**src/rtl/alarm_ctrl.sv**
```systemverilog
// rtl/alarm_ctrl.sv - alarm time registers and ring/snooze/auto-off FSM
//
// Compares the running time of day against a stored alarm time. On a match
// it rings for up to RING_SEC seconds. Optionally, the user can snooze for
// SNOOZE_MIN minutes before it re-rings.
//
// Optional feature macro: ALARM_SNOOZE_EN
//   defined   : SNOOZE state and snooze counter are built
//   undefined : snooze_b is ignored, snoozing is tied 0
//
// Parameters
//   SNOOZE_MIN : snooze length in minutes (1..30)
//   RING_SEC   : maximum ring length in seconds (1..255)
//
// Ports
//   sig_1Hz   in   1 Hz clock; all state changes on its rising edge
//   reset_n   in   asynchronous active-low reset
//   hrs_ctr   in   current hour 0..23
//   min_ctr   in   current minute 0..59
//   sec_ctr   in   current second 0..59
//   alarm_en  in   alarm armed while high
//   set_hrs_b in   pulse: advance alarm hour (23 wraps to 0)
//   set_min_b in   pulse: advance alarm minute (59 wraps to 0, no carry)
//   snooze_b  in   pulse: snooze request while ringing
//   stop_b    in   pulse: stop request while ringing or snoozing
//   alarm_hrs out  stored alarm hour
//   alarm_min out  stored alarm minute
//   ring      out  registered, high while RINGING
//   snoozing  out  registered, high while SNOOZE

module alarm_ctrl #(
    parameter int SNOOZE_MIN = 5,
    parameter int RING_SEC   = 60
) (
    input  logic       sig_1Hz,
    input  logic       reset_n,
    input  logic [4:0] hrs_ctr,
    input  logic [5:0] min_ctr,
    input  logic [5:0] sec_ctr,
    input  logic       alarm_en,
    input  logic       set_hrs_b,
    input  logic       set_min_b,
    input  logic       snooze_b,
    input  logic       stop_b,
    output logic [4:0] alarm_hrs,
    output logic [5:0] alarm_min,
    output logic       ring,
    output logic       snoozing
);

    localparam int RT_W = (RING_SEC > 1) ? $clog2(RING_SEC) : 1;
    localparam logic [RT_W-1:0] RT_LAST = RT_W'(RING_SEC - 1);

`ifdef ALARM_SNOOZE_EN
    typedef enum logic [1:0] {
        S_IDLE,
        S_RINGING,
        S_SNOOZE
    } state_t;

    localparam int SN_W = $clog2(SNOOZE_MIN * 60);
    localparam logic [SN_W-1:0] SN_LOAD = SN_W'(SNOOZE_MIN * 60 - 1);

    logic [SN_W-1:0] snz_cnt_q;
    logic [SN_W-1:0] snz_cnt_d;
    logic            snoozing_q;
`else
    typedef enum logic {
        S_IDLE,
        S_RINGING
    } state_t;

    // snooze_b has no function in this build
    logic unused_snooze_b;
    assign unused_snooze_b = snooze_b;
`endif

    state_t          state_q;
    state_t          state_d;
    logic [RT_W-1:0] ring_tmr_q;
    logic [RT_W-1:0] ring_tmr_d;
    logic            ring_q;
    logic [4:0]      alarm_hrs_q;
    logic [4:0]      alarm_hrs_d;
    logic [5:0]      alarm_min_q;
    logic [5:0]      alarm_min_d;
    logic            hit;

    // Compare against the stored alarm time as it stands before this edge
    assign hit = (hrs_ctr == alarm_hrs_q) && (min_ctr == alarm_min_q) &&
                 (sec_ctr == 6'd0);

    // Alarm time setting: independent of FSM state, no minute-to-hour carry
    always_comb begin
        alarm_hrs_d = alarm_hrs_q;
        alarm_min_d = alarm_min_q;
        if (set_hrs_b) begin
            alarm_hrs_d = (alarm_hrs_q == 5'd23) ? 5'd0 : alarm_hrs_q + 5'd1;
        end
        if (set_min_b) begin
            alarm_min_d = (alarm_min_q == 6'd59) ? 6'd0 : alarm_min_q + 6'd1;
        end
    end

    always_ff @(posedge sig_1Hz or negedge reset_n) begin
        if (!reset_n) begin
            alarm_hrs_q <= 5'd0;
            alarm_min_q <= 6'd0;
        end else begin
            alarm_hrs_q <= alarm_hrs_d;
            alarm_min_q <= alarm_min_d;
        end
    end

    // Next-state logic; branches are ordered by transition priority
    always_comb begin
        state_d    = state_q;
        ring_tmr_d = ring_tmr_q;
`ifdef ALARM_SNOOZE_EN
        snz_cnt_d  = snz_cnt_q;
`endif
        if (!alarm_en) begin
            state_d    = S_IDLE;
            ring_tmr_d = '0;
        end else begin
            case (state_q)
                S_IDLE: begin
                    if (hit) begin
                        state_d    = S_RINGING;
                        ring_tmr_d = '0;
                    end
                end
                S_RINGING: begin
                    if (stop_b) begin
                        state_d    = S_IDLE;
                        ring_tmr_d = '0;
`ifdef ALARM_SNOOZE_EN
                    end else if (snooze_b) begin
                        state_d    = S_SNOOZE;
                        snz_cnt_d  = SN_LOAD;
`endif
                    end else if (ring_tmr_q == RT_LAST) begin
                        state_d    = S_IDLE;
                        ring_tmr_d = '0;
                    end else begin
                        ring_tmr_d = ring_tmr_q + RT_W'(1);
                    end
                end
`ifdef ALARM_SNOOZE_EN
                S_SNOOZE: begin
                    if (stop_b) begin
                        state_d    = S_IDLE;
                        snz_cnt_d  = '0;
                    end else if (snz_cnt_q == '0) begin
                        state_d    = S_RINGING;
                        ring_tmr_d = '0;
                    end else begin
                        snz_cnt_d  = snz_cnt_q - SN_W'(1);
                    end
                end
`endif
                default: begin
                    state_d    = S_IDLE;
                    ring_tmr_d = '0;
                end
            endcase
        end
    end

    // Outputs are registered from the next state so they change with it
    always_ff @(posedge sig_1Hz or negedge reset_n) begin
        if (!reset_n) begin
            state_q    <= S_IDLE;
            ring_tmr_q <= '0;
            ring_q     <= 1'b0;
`ifdef ALARM_SNOOZE_EN
            snz_cnt_q  <= '0;
            snoozing_q <= 1'b0;
`endif
        end else begin
            state_q    <= state_d;
            ring_tmr_q <= ring_tmr_d;
            ring_q     <= (state_d == S_RINGING);
`ifdef ALARM_SNOOZE_EN
            snz_cnt_q  <= snz_cnt_d;
            snoozing_q <= (state_d == S_SNOOZE);
`endif
        end
    end

    assign alarm_hrs = alarm_hrs_q;
    assign alarm_min = alarm_min_q;
    assign ring      = ring_q;
`ifdef ALARM_SNOOZE_EN
    assign snoozing  = snoozing_q;
`else
    assign snoozing  = 1'b0;
`endif

endmodule

```
**config.mk**
```make
export PLATFORM = sky130hd
export DESIGN_NAME = alarm_ctrl
export DESIGN_NICKNAME = d
export VERILOG_FILES = /design/src/rtl/alarm_ctrl.sv
export SDC_FILE = /design/constraint.sdc
export NUM_CORES = 1
export LEC_CHECK = 0
export ABC_AREA = 1
export ABC_CLOCK_PERIOD_IN_PS = 1600
export BUFFER_PORTS_ARGS = -buffer_cell sky130_fd_sc_hd__clkbuf_2
export CELL_PAD_IN_SITES_DETAIL_PLACEMENT = 0
export CELL_PAD_IN_SITES_GLOBAL_PLACEMENT = 1
export CORE_MARGIN = 2
export CORE_UTILIZATION = 29
export DETAILED_ROUTE_END_ITERATION = 8
export PLACE_DENSITY = 0.7
export REMOVE_ABC_BUFFERS = 1
export SLEW_MARGIN = 20
export SYNTH_ARGS = -nofsm -noshare
export SYNTH_HDL_FRONTEND = slang
export SYNTH_SLANG_ARGS = --single-unit
```
**constraint.sdc**
```tcl
create_clock -name sig_1Hz -period 1.6 [get_ports sig_1Hz]
set_input_delay 0.32 -clock sig_1Hz [delete_from_list [all_inputs] [get_ports sig_1Hz]]
set_output_delay 0.32 -clock sig_1Hz [all_outputs]
set_load 0.005 [all_outputs]
```
Word-level counts from Yosys, hierarchy flattened
Index checks and enable logic that the tools add are counted.
{"block": "classes", "eq_ne": 6, "add_sub_neg": 3, "bitwise_logic": 1, "mux": 12, "reduce_logical": 3}
{"op": "$mux 6", "n": 5}
{"op": "$add 6x1->6 const B", "n": 2}
{"op": "$eq 6x6->1 const B", "n": 2}
{"op": "$pmux 6 s2", "n": 1}
{"op": "$eq 6x6->1", "n": 1}
{"op": "$logic_not 6->1", "n": 1}
{"op": "$add 5x1->5 const B", "n": 1}
{"op": "$eq 5x5->1", "n": 1}
{"op": "$eq 5x5->1 const B", "n": 1}
{"op": "$mux 5", "n": 1}
{"op": "$mux 1", "n": 4}
{"op": "$ne 3x3->1 const B", "n": 1}
{"op": "$logic_and 1x1->1", "n": 2}
{"op": "$pmux 1 s2", "n": 1}
{"op": "$not 1->1", "n": 1}
{"block": "word_totals", "reg_bits": 18, "out_inout_bits": 13, "in_bits": 24, "word_cells": 29}

Depth between registers and ports, before layout
Gate-level depths: netlist of the first run.
{"block": "logic_depth", "ltp_word": 6, "ltp_mapped": 9, "mapped_depth_nobuf": 9}

Worst setup path before layout of the first run
No wires, ideal clock.
{"block": "synth_path", "path_type": "register to register", "startpoint": "register alarm_min_q[1], in the netlist alarm_min[1]", "endpoint": "register alarm_min_q[5], in the netlist alarm_min[5]", "required_ps": 1458, "synth_period_minus_slack_ps": 1243, "path_stages_with_launch": 5, "setup_time_ps": 142, "path_buffers": 0, "arrival_ps": 1101, "path_slack_ps": 357, "path_cell_list": "dfrtp_1 ha_1 nand4_1 nor3_1 nor3_1"}
{"block": "synth_via", "elab_chain_cells": 2, "word_cells_on_any_way": 3, "cone_classes": "1 x add/sub; 1 x eq/ne; 1 x mux"}
{"item": "start, declared", "line": "85", "source": "logic [5:0] alarm_min_q;"}
{"item": "start signal, assigned", "line": "111", "source": "alarm_min_q <= alarm_min_d;"}
{"item": "$add 6x1->6 or $eq 6x6->1 (tied branches)", "line": "101", "source": "alarm_min_d = (alarm_min_q == 6'd59) ? 6'd0 : alarm_min_q + 6'd1;"}
{"item": "$mux 6 *", "line": "101"}
Every way passes the cells marked *; elsewhere a longest branch is shown, timed or not.
A chain may end at the register's enable or synchronous reset.

Worst setup path in the final report of the first run
{"block": "layout_path", "startpoint": "register alarm_min_q[3], in the netlist alarm_min[3]", "endpoint": "register ring_tmr_q[4]"}
{"block": "layout_via", "elab_chain_cells": 4}
{"item": "$eq 6x6->1", "line": "90", "source": "assign hit = (hrs_ctr == alarm_hrs_q) && (min_ctr == alarm_min_q) &&"}
{"item": "$logic_and 1x1->1 (2 in a row)", "line": "90"}
{"item": "$ne 3x3->1 (no source line)"}
{"item": "end signal, assigned", "line": "182", "source": "ring_tmr_q <= ring_tmr_d;"}
{"item": "end, declared", "line": "80", "source": "logic [RT_W-1:0] ring_tmr_q;"}
No other way between the ends.

==> impl_metrics.ini, run 1 <==
[status]
outcome = completed

[clock_tree]
numCtsBuffers = 3
cts_num_sinks = 18
ctsHoldBuffers = 0
cts.htree.levels = 1
cts_tree = yes
insertion_delay_ns = 0.25
cts_setup_buffers = 0
cts-root-buf = clkbuf_8
cts_max_path_buffers = 2
cts_resized = 0
path_clk_slew_ns = 0.06

[cells_and_area]
synthToLayoutAreaGrowth_pct = 23.7
multi_input_area_um2 = 567
antenna_cells = 0
ff_latch_area_um2 = 450
n_fill_cell = 413
nNetsFinal = 235
drive_gt1_frac = 0.228

[sta]
whs_ns = 0.00908
grt_setup_unrepaired = false
clock-skew-final_ns = 0.00179
slew_viol_final = 0
setup_violations = 0
tns_ns = 0
hold_viol = 0
timing.final.crit_share = 0.808
fmax_mhz = 773
fin_crit_ns = 1.29

[pwr]
pwr-share-clk = 0.173
p_sw_uw = 712
intPower_uw = 1050
leakagePower_uw = 0.000836
ir_worst_vdd_mv = 0.649
netSwitchingFraction = 0.405
pwr-share-comb = 0.369
seqPwrFrac = 0.458
cellPowerDensity_nw_per_um2 = 1240
total_power_uw = 1760

[floorplanning]
rows = 22
fp.coreArea_um2 = 3720
start_util = 0.308
dieArea_um2 = 4470
fp.dieW_um = 66.8
die_height_um = 66.8
ios = 37

[routing]
route.detailed.drc = 0
dr.pass1.iters = 4
vias = 1121
routed_wl_um = 2620
viasPerCell = 4.41
wire_per_inst_um = 10.3
drtIter0Drc = 21
antenna_left = 0

[critical_path]
crit_top_cell = nand2_1
cp_cell_sequence = inv_2 > nand2_1 > nand2_1 > nor2_1 > nand2_1 > nor2_2 > nand2_2 > nand3_1 > nand2_1
cp.required_ns = 1.74
r2r_slack_ns = 0.31
arrival_ns = 1.43
reg2reg_from = alarm_min[3]$_DFFE_PN0P_
max_stage_delay_ns = 0.45
regToRegEndpoint = ring_tmr_q[4]$_DFFE_PN0P_
cp_slowest_cell = dfrtp_1
rr_worst_depth = 9
crit_path_start_kind = flip-flop
cp_max_fo = 7
cp-end-kind = flip-flop
worst-setup-path-type = flip-flop to flip-flop

[yosys]
synth_area_per_cell_um2 = 6.77
yosys_warnings = 0
ys_seq_elements = 18
syn_area_um2 = 1140
synth_cells = 169
synth-seq-area-share = 0.393
ys_types = 24

[placement]
portBuffers = 34
hpwlAfterDp_um = 2140
gp_congestion = 0.803

[grt]
grt_pass1_wl_um = 4410
overflow = 0
grt_pass1_vias = 1052
grt_max_degree = 19
antenna_found_initial = 0
globalRouteTotalUtil = 0.131

[job]
maxCapViolCount = 0

[worst_hold_path]
hp-class = primary input to asynchronous set/reset pin
kinds of logic (layout without fill, tap and decap cells):
| group | after synthesis | in the layout | share of synthesized area |
|---|---|---|---|
| fa+ha+maj | 3 | 3 | 0.0328 |
| compound gates | 13 | 13 | 0.0656 |
| simple gates | 98 | 98 | 0.370 |
| xor+xnor | 3 | 3 | 0.0230 |
| flops | 18 | 18 | 0.393 |
| buf+inv | 33 | 70 | 0.111 |
| other cells | 1 | 1 | 0.00328 |
sequential cells by signal (all words and copies together), names as in the netlist:
name	flops
alarm_hrs	5
alarm_min	6
ring	1
ring_tmr_q	6
cells in the mapped netlist:
cell | instances | area [um^2]
xor2_1 | 1 | 8.76
nor2_1 | 15 | 56.3
nor3_1 | 6 | 30.0
a31oi_1 | 1 | 6.26
dfrtp_1 | 18 | 450
a21oi_1 | 6 | 30.0
nor3_2 | 1 | 10.0
nand4_1 | 2 | 12.5
o21a_1 | 1 | 7.51
buf_4 | 1 | 7.51
nand2_2 | 1 | 6.26
inv_1 | 29 | 109
xnor2_1 | 2 | 17.5
nor4_1 | 1 | 6.26
nand3_1 | 14 | 70.1
nand2_1 | 53 | 199
nor2_2 | 1 | 6.26
nand3b_1 | 2 | 15.0
ha_1 | 3 | 37.5
o21ai_0 | 4 | 20.0
or2_2 | 2 | 12.5
o21bai_2 | 1 | 11.3
inv_2 | 3 | 11.3
conb_1 | 1 | 3.75
per-layer routing:
layer / GRT usage / vias to the layer above / routed length, um
met2: 0.225 / 26 / 1160
met3: 0.0101 / 4 / 121
li1: - / 595 / -
met1: 0.166 / 496 / 1300
met4: 0.0612 / 0 / 44
met5: 0 / - / 0
area by class of cell:
type,instances,area share
well taps,48,0.0424
inverters,32,0.0848
repair buffers,35,0.125
multi-input cells,118,0.400
flip-flops and latches,18,0.318
clock buffers,3,0.0292
power groups by stage:
| stage | combinational, uW | clock, uW | sequential [uW] |
|---|---|---|---|
| finish | 650 | 305 | 805 |
| global route | 764 | 328 | 838 |
| CTS | 665 | 320 | 807 |
| detailed placement | 662 | 0 | 816 |
| global placement | 649 | 0 | 806 |
| floorplan | 395 | 0 | 769 |
layout by cell type (no fill, tap or decap):
| cell type | synthesis | routed |
|---|---|---|
| nand2_2 | 1 | 1 |
| or2_2 | 2 | 2 |
| o21ai_0 | 4 | 4 |
| inv_2 | 3 | 3 |
| nor3_2 | 1 | 1 |
| nand3_1 | 14 | 14 |
| nor2_1 | 15 | 15 |
| clkbuf_8 | 0 | 3 |
| nor3_1 | 6 | 6 |
| buf_4 | 1 | 1 |
| a21oi_1 | 6 | 6 |
| nor4_1 | 1 | 1 |
| dfrtp_1 | 18 | 18 |
| nor2_2 | 1 | 1 |
| o21a_1 | 1 | 1 |
| ha_1 | 3 | 3 |
| conb_1 | 1 | 1 |
| clkbuf_2 | 0 | 34 |
| a31oi_1 | 1 | 1 |
| inv_1 | 29 | 29 |
| nand3b_1 | 2 | 2 |
| o21bai_2 | 1 | 1 |
| xor2_1 | 1 | 1 |
| nand2_1 | 53 | 53 |
| xnor2_1 | 2 | 2 |
| nand4_1 | 2 | 2 |
worst max path at each step:
| stage | endpoint | start | slack, ns |
|---|---|---|---|
| 2_1_floorplan | alarm_min[5]$_DFFE_PN0P_ | alarm_min[1]$_DFFE_PN0P_ | 0.36 |
| 5_1_grt | ring_tmr_q[3]$_DFFE_PN0P_ | alarm_min[3]$_DFFE_PN0P_ | 0.12 |
| 3_5_place_dp | ring_tmr_q[4]$_DFFE_PN0P_ | alarm_min[3]$_DFFE_PN0P_ | 0.29 |
| 4_1_cts | ring_tmr_q[4]$_DFFE_PN0P_ | alarm_min[3]$_DFFE_PN0P_ | 0.28 |
| 6_report | ring_tmr_q[4]$_DFFE_PN0P_ | alarm_min[3]$_DFFE_PN0P_ | 0.31 |
| 3_3_place_gp | ring_tmr_q[4]$_DFFE_PN0P_ | alarm_min[1]$_DFFE_PN0P_ | 0.32 |
critical path, delay by kind of cell (launching register included):
kind	cells	cell delay, ns
buf+inv	1	0.08
simple gates	8	0.64
flops	1	0.45
through the flow:
stage / area, um^2 / utilization / setup WS (ns) / cells
2_1_floorplan: 1140 / - / 0.357 / 168
3_3_place_gp: 1380 / 0.370 / 0.317 / 251
3_5_place_dp: 1380 / 0.370 / 0.291 / 251
4_1_cts: 1420 / 0.381 / 0.283 / 254
5_1_grt: 1420 / 0.381 / 0.118 / 254
6_report: 1420 / 0.381 / 0.307 / 254
(Power assumes the default switching activity.)
==> inputs of run 2 (changes only) <==
--- a/config.mk
+++ b/config.mk
@@ -6,14 +6,14 @@
 export NUM_CORES = 1
 export LEC_CHECK = 0
 export ABC_AREA = 1
-export ABC_CLOCK_PERIOD_IN_PS = 1600
+export ABC_CLOCK_PERIOD_IN_PS = 1100
 export BUFFER_PORTS_ARGS = -buffer_cell sky130_fd_sc_hd__clkbuf_2
 export CELL_PAD_IN_SITES_DETAIL_PLACEMENT = 0
 export CELL_PAD_IN_SITES_GLOBAL_PLACEMENT = 1
 export CORE_MARGIN = 2
 export CORE_UTILIZATION = 29
 export DETAILED_ROUTE_END_ITERATION = 8
-export PLACE_DENSITY = 0.7
+export PLACE_DENSITY = 0.73
 export REMOVE_ABC_BUFFERS = 1
 export SLEW_MARGIN = 20
 export SYNTH_ARGS = -nofsm -noshare
==> constraint.sdc (replaced) <==
create_clock -name sig_1Hz -period 1.1 [get_ports sig_1Hz]
set_input_delay 0.22 -clock sig_1Hz [delete_from_list [all_inputs] [get_ports sig_1Hz]]
set_output_delay 0.22 -clock sig_1Hz [all_outputs]
set_load 0.005 [all_outputs]
==> run 2 against run 1 <==
The run now ends with setup timing left. Clock-buffer cell count increased by 1. Clock power increased by 77%. Sequential cell count unchanged. Combinational power increased to 3.5 times the previous value. Final area increased by 36%. Global-route usage increased by 1.8 points.
==> impl_metrics.ini, run 2 (synthesis gave the netlist of run 1 again) <==
[status]
outcome = finished, violations left
failed_checks = setup timing

[grt]
grt_pass1_wl_um = 5100
grt_max_degree = 19
antenna_found_initial = 0
grt_pass1_vias = 1211
overflow = 0
globalRouteTotalUtil = 0.149

[routing]
dr.pass1.iters = 4
viasPerCell = 4.23
drtIter0Drc = 25
routed_wl_um = 3180
vias = 1232
antenna_left = 0
route.detailed.drc = 0
wire_per_inst_um = 10.9

[floorplanning]
fp.coreArea_um2 = 3720
fp.dieW_um = 66.8
dieArea_um2 = 4470
start_util = 0.308
ios = 37
rows = 22
die_height_um = 66.8

[critical_path]
crit_top_cell = nand2_1
cp_num_buf_inv = 1
cp_cell_sequence = inv_1 > nand2_1 > nand2_1 > nand3_1 > nor2_2 > nand2_4 > nand3_1 > nand2_1
crit_path_start_kind = flip-flop
cp_max_fo = 7
regToRegEndpoint = ring_tmr_q[1]$_DFFE_PN0P_
max_stage_delay_ns = 0.46
worstSetupPathDepth = 8
arrival_ns = 1.39
crit_family = simple AND/OR/NAND/NOR gates
cp.required_ns = 1.25
crit_start = alarm_min[1]$_DFFE_PN0P_
rr_worst_depth = 8
reg2reg_from = alarm_min[1]$_DFFE_PN0P_
r2r_slack_ns = -0.14
worst-setup-path-type = flip-flop to flip-flop
crit_path_end = ring_tmr_q[1]$_DFFE_PN0P_
cp_slowest_cell = dfrtp_2
cp-end-kind = flip-flop

[pwr]
cellPowerDensity_nw_per_um2 = 2040
total_power_uw = 3920
ir_worst_vdd_mv = 0.898
leakagePower_uw = 0.00107

[cells_and_area]
antenna_cells = 0
layout_common_cells = nand2_1 (47), clkbuf_2 (33), buf_4 (26)
instances_no_fill = 291
drive_gt1_frac = 0.494
n_fill_cell = 384
layout_commonest_cell = nand2_1
synthToLayoutAreaGrowth_pct = 68.0
nNetsFinal = 271

[sta]
fin_crit_ns = 1.24
whs_ns = 0.232
setup_slack_ns = -0.141
hold_viol = 0
clock-skew-final_ns = 0.00124
timing.final.crit_share = 1.13
tns_ns = -1.93
setup_violations = 26
fmax_mhz = 806
slew_viol_final = 0
grt_setup_unrepaired = true

[clock_tree]
cts_max_path_buffers = 2
numCtsBuffers = 3
cts_tree = yes
path_clk_slew_ns = 0.07
cts.htree.levels = 1
cts-root-buf = clkbuf_8
insertion_delay_ns = 0.25
cts_num_sinks = 18

[placement]
portBuffers = 34
placedCellCount = 276
gp_congestion = 0.802
post-place-ws_ns = -0.163
hpwlAfterDp_um = 2190

[job]
maxCapViolCount = 0

[worst_hold_path]
hp-class = primary input to flip-flop
==> run 2: worst min-delay path: stages <==
cell	delay [ns]
clkbuf_2	0.07
nor2_1	0.06
nand2_1	0.05
nand2_1	0.04
==> run 2: per-layer routing <==
metal  up-vias  wire length [um]  GRT usage
met2        24              1560      0.254
li1        671                 -          -
met5         -                 0          0
met1       535              1440      0.194
met3         2               162     0.0203
met4         0                18     0.0485
==> run 2: metrics by stage <==
step | utilization | instance area (um^2)
2_1_floorplan | - | 1140
3_3_place_gp | 0.421 | 1560
3_5_place_dp | 0.421 | 1560
4_1_cts | 0.467 | 1740
5_1_grt | 0.518 | 1920
6_report | 0.518 | 1920
==> run 2: layout make-up <==
type,instances,area (um^2),area share
clock buffers,4,55.1,0.0286
multi-input cells,118,738,0.384
repair buffers,71,494,0.257
inverters,32,120,0.0625
flip-flops and latches,18,455,0.237
well taps,48,60.1,0.0312
==> run 2: what timing repair did <==
action / 4_1_cts / 5_1_grt
hold buffers: 1 / 0
endpoints found under the setup margin: 26 / 26
resized for setup: 22 / 35
cloned: 0 / 0
hold endpoints to repair: 18 / 0
pin swaps: 4 / 10
buffers inserted: 4 / 6
==> run 2: worst min-delay path by stage <==
stage,startpoint,end,depth (start not counted)
floorplan,reset_n,alarm_hrs[0]$_DFFE_PN0P_,0
global placement,reset_n,alarm_hrs[0]$_DFFE_PN0P_,1
detailed placement,reset_n,alarm_hrs[0]$_DFFE_PN0P_,1
CTS,stop_b,ring_tmr_q[1]$_DFFE_PN0P_,4
global route,stop_b,ring_tmr_q[1]$_DFFE_PN0P_,4
finish,stop_b,ring_tmr_q[1]$_DFFE_PN0P_,4
==> run 2: report_power, final <==
| group | internal, uW | total (uW) | switching (uW) |
|---|---|---|---|
| combinational | 1290 | 2270 | 984 |
| clock | 318 | 541 | 223 |
| sequential | 864 | 1110 | 243 |
==> inputs of run 3 (changes only) <==
--- a/config.mk
+++ b/config.mk
@@ -7,13 +7,13 @@
 export LEC_CHECK = 0
 export ABC_AREA = 1
 export ABC_CLOCK_PERIOD_IN_PS = 1100
-export BUFFER_PORTS_ARGS = -buffer_cell sky130_fd_sc_hd__clkbuf_2
 export CELL_PAD_IN_SITES_DETAIL_PLACEMENT = 0
 export CELL_PAD_IN_SITES_GLOBAL_PLACEMENT = 1
 export CORE_MARGIN = 2
 export CORE_UTILIZATION = 29
 export DETAILED_ROUTE_END_ITERATION = 8
-export PLACE_DENSITY = 0.73
+export DONT_BUFFER_PORTS = 1
+export PLACE_DENSITY = 0.69
 export REMOVE_ABC_BUFFERS = 1
 export SLEW_MARGIN = 20
 export SYNTH_ARGS = -nofsm -noshare
==> run 3 against run 2 <==
The flow still finishes with violations (setup timing). Final cell count fell by 11%. Die area is the same. Total power fell by 10%. Worst hold slack worse by 0.20 ns. Sequential power about the same. First-iteration DRC count increased by 44%. Register-to-register slack about the same. Critical path type unchanged. Critical endpoint is now alarm_min[5]$_DFFE_PN0P_. Largest power group unchanged. Highest routed layer unchanged.
==> impl_metrics.ini, run 3 (synthesis gave the netlist of run 1 again) <==
[routing]
route.detailed.drc = 0
wire_per_inst_um = 11.7
wl_met2_um = 1540
dr.pass1.iters = 4
routed_wl_um = 3040
antenna_left = 0
wl_met1_um = 1350
drtIter0Drc = 36
met3WireLength_um = 136
top_layer_used = met4
viasPerCell = 4.57
vias = 1184

[cells_and_area]
drive_gt1_frac = 0.365
ff_latch_area_um2 = 453
layout_common_cells = nand2_1 (50), buf_4 (28), inv_1 (26)
nNetsFinal = 240
antenna_cells = 0
layout_commonest_cell = nand2_1
final_cell_area_um2 = 1690
synthToLayoutAreaGrowth_pct = 47.3
multi_input_area_um2 = 666
n_fill_cell = 371

[critical_path]
cp_cell_sequence = ha_2 > nand4_1 > nor3_2 > buf_4 > nor3_2
max_stage_delay_ns = 0.44
cp_slowest_cell = dfrtp_1
cp_max_fo = 5
cp.required_ns = 1.23
crit_top_cell = nor3_2
arrival_ns = 1.38
cp-end-kind = flip-flop
crit_path_start_kind = flip-flop
worst-setup-path-type = flip-flop to flip-flop

[pwr]
leakagePower_uw = 0.000930
ir_worst_vdd_mv = 0.656
cellPowerDensity_nw_per_um2 = 2080

[worst_hold_path]
hp-class = primary input to flip-flop

[clock_tree]
cts.htree.levels = 1
cts_tree = yes
cts-root-buf = clkbuf_8
cts_num_sinks = 18
cts_max_path_buffers = 2
path_clk_slew_ns = 0.07
numCtsBuffers = 3
insertion_delay_ns = 0.25

[sta]
maxSlewHeadroom = 0.416
setup_violations = 20
slew_viol_final = 0
whs_ns = 0.0300
hold_viol = 0
fin_crit_ns = 1.25
worst_slew_pin_slew_ns = 0.877
setup_slack_ns = -0.151
clock-skew-final_ns = 0.00444
timing.final.crit_share = 1.14
grt_setup_unrepaired = true
fmax_mhz = 799

[placement]
gp_congestion = 0.814
hpwlAfterDp_um = 2130
portBuffers = 0
place_area_um2 = 1420
post-place-ws_ns = -0.142

[grt]
antenna_found_initial = 0
globalRouteTotalUtil = 0.140
overflow = 0
grt_pass1_wl_um = 4760
grt_pass1_vias = 1116
grt_max_degree = 19

[floorplanning]
rows = 22
die_height_um = 66.8
fp.coreArea_um2 = 3720
start_util = 0.308
fp.dieW_um = 66.8
dieArea_um2 = 4470
ios = 37

[status]
outcome = finished, violations left
failed_checks = setup timing

[job]
maxCapViolCount = 0
==> run 3: metrics by stage <==
step                TNS [ns]  std cells  total power, uW   util
floorplan             -0.839        168             1690      -
global placement       -1.28        245             2460  0.381
detailed placement     -1.48        245             2480  0.381
CTS                    -2.09        253             3150  0.412
global route           -3.69        259             3800  0.454
finish                 -1.82        259             3520  0.454
==> run 3: worst max-delay path: cells and delay by family, from the launching register on <==
| family | cells | cell delay, ns |
|---|---|---|
| buffers and inverters | 1 | 0.18 |
| adders and majority gates | 1 | 0.24 |
| and+or+nand+nor | 3 | 0.27 |
| DFF | 1 | 0.44 |
==> run 3: layout make-up <==
| class | count | area share |
|---|---|---|
| repair buffers | 40 | 0.205 |
| inverters | 32 | 0.0712 |
| multi-input cells | 118 | 0.395 |
| well taps | 48 | 0.0356 |
| clock buffers | 3 | 0.0245 |
| flip-flops and latches | 18 | 0.269 |
==> run 3: routing by layer <==
layer,vias to the layer above,global-route usage
met2,25,0.240
met5,-,0
met3,2,0.0220
met4,0,0.0536
li1,606,-
met1,551,0.174
==> run 3: path summary, 6_finish.rpt <==
kind	from	endpoint	slack (ns)	depth (start not counted)
min reg2reg	ring_tmr_q[3]$_DFFE_PN0P_	ring_tmr_q[3]$_DFFE_PN0P_	0.55	2
max	alarm_min[0]$_DFFE_PN0P_	alarm_min[5]$_DFFE_PN0P_	-0.15	5
max in group asynchronous	reset_n	alarm_min[1]$_DFFE_PN0P_	0.35	1
max reg2reg	alarm_min[0]$_DFFE_PN0P_	alarm_min[5]$_DFFE_PN0P_	-0.15	5
min	set_min_b	alarm_min[1]$_DFFE_PN0P_	0.03	1
min in group asynchronous	reset_n	ring_tmr_q[1]$_DFFE_PN0P_	0.16	1
==> run 3: power breakdown <==
group | internal [uW] | switching (uW) | leakage (uW)
registers | 860 | 223 | 0.000225
logic | 1110 | 868 | 0.000684
clock network | 243 | 212 | 0.0000216
==> run 3: timing repair <==
action | in CTS | in global routing
cloned | 0 | 0
setup endpoints to repair | 19 | 39
hold buffers | 1 | 0
pin swaps | 3 | 10
buffers inserted | 4 | 7
endpoints found under the hold margin | 18 | 0
gates resized for setup | 12 | 31
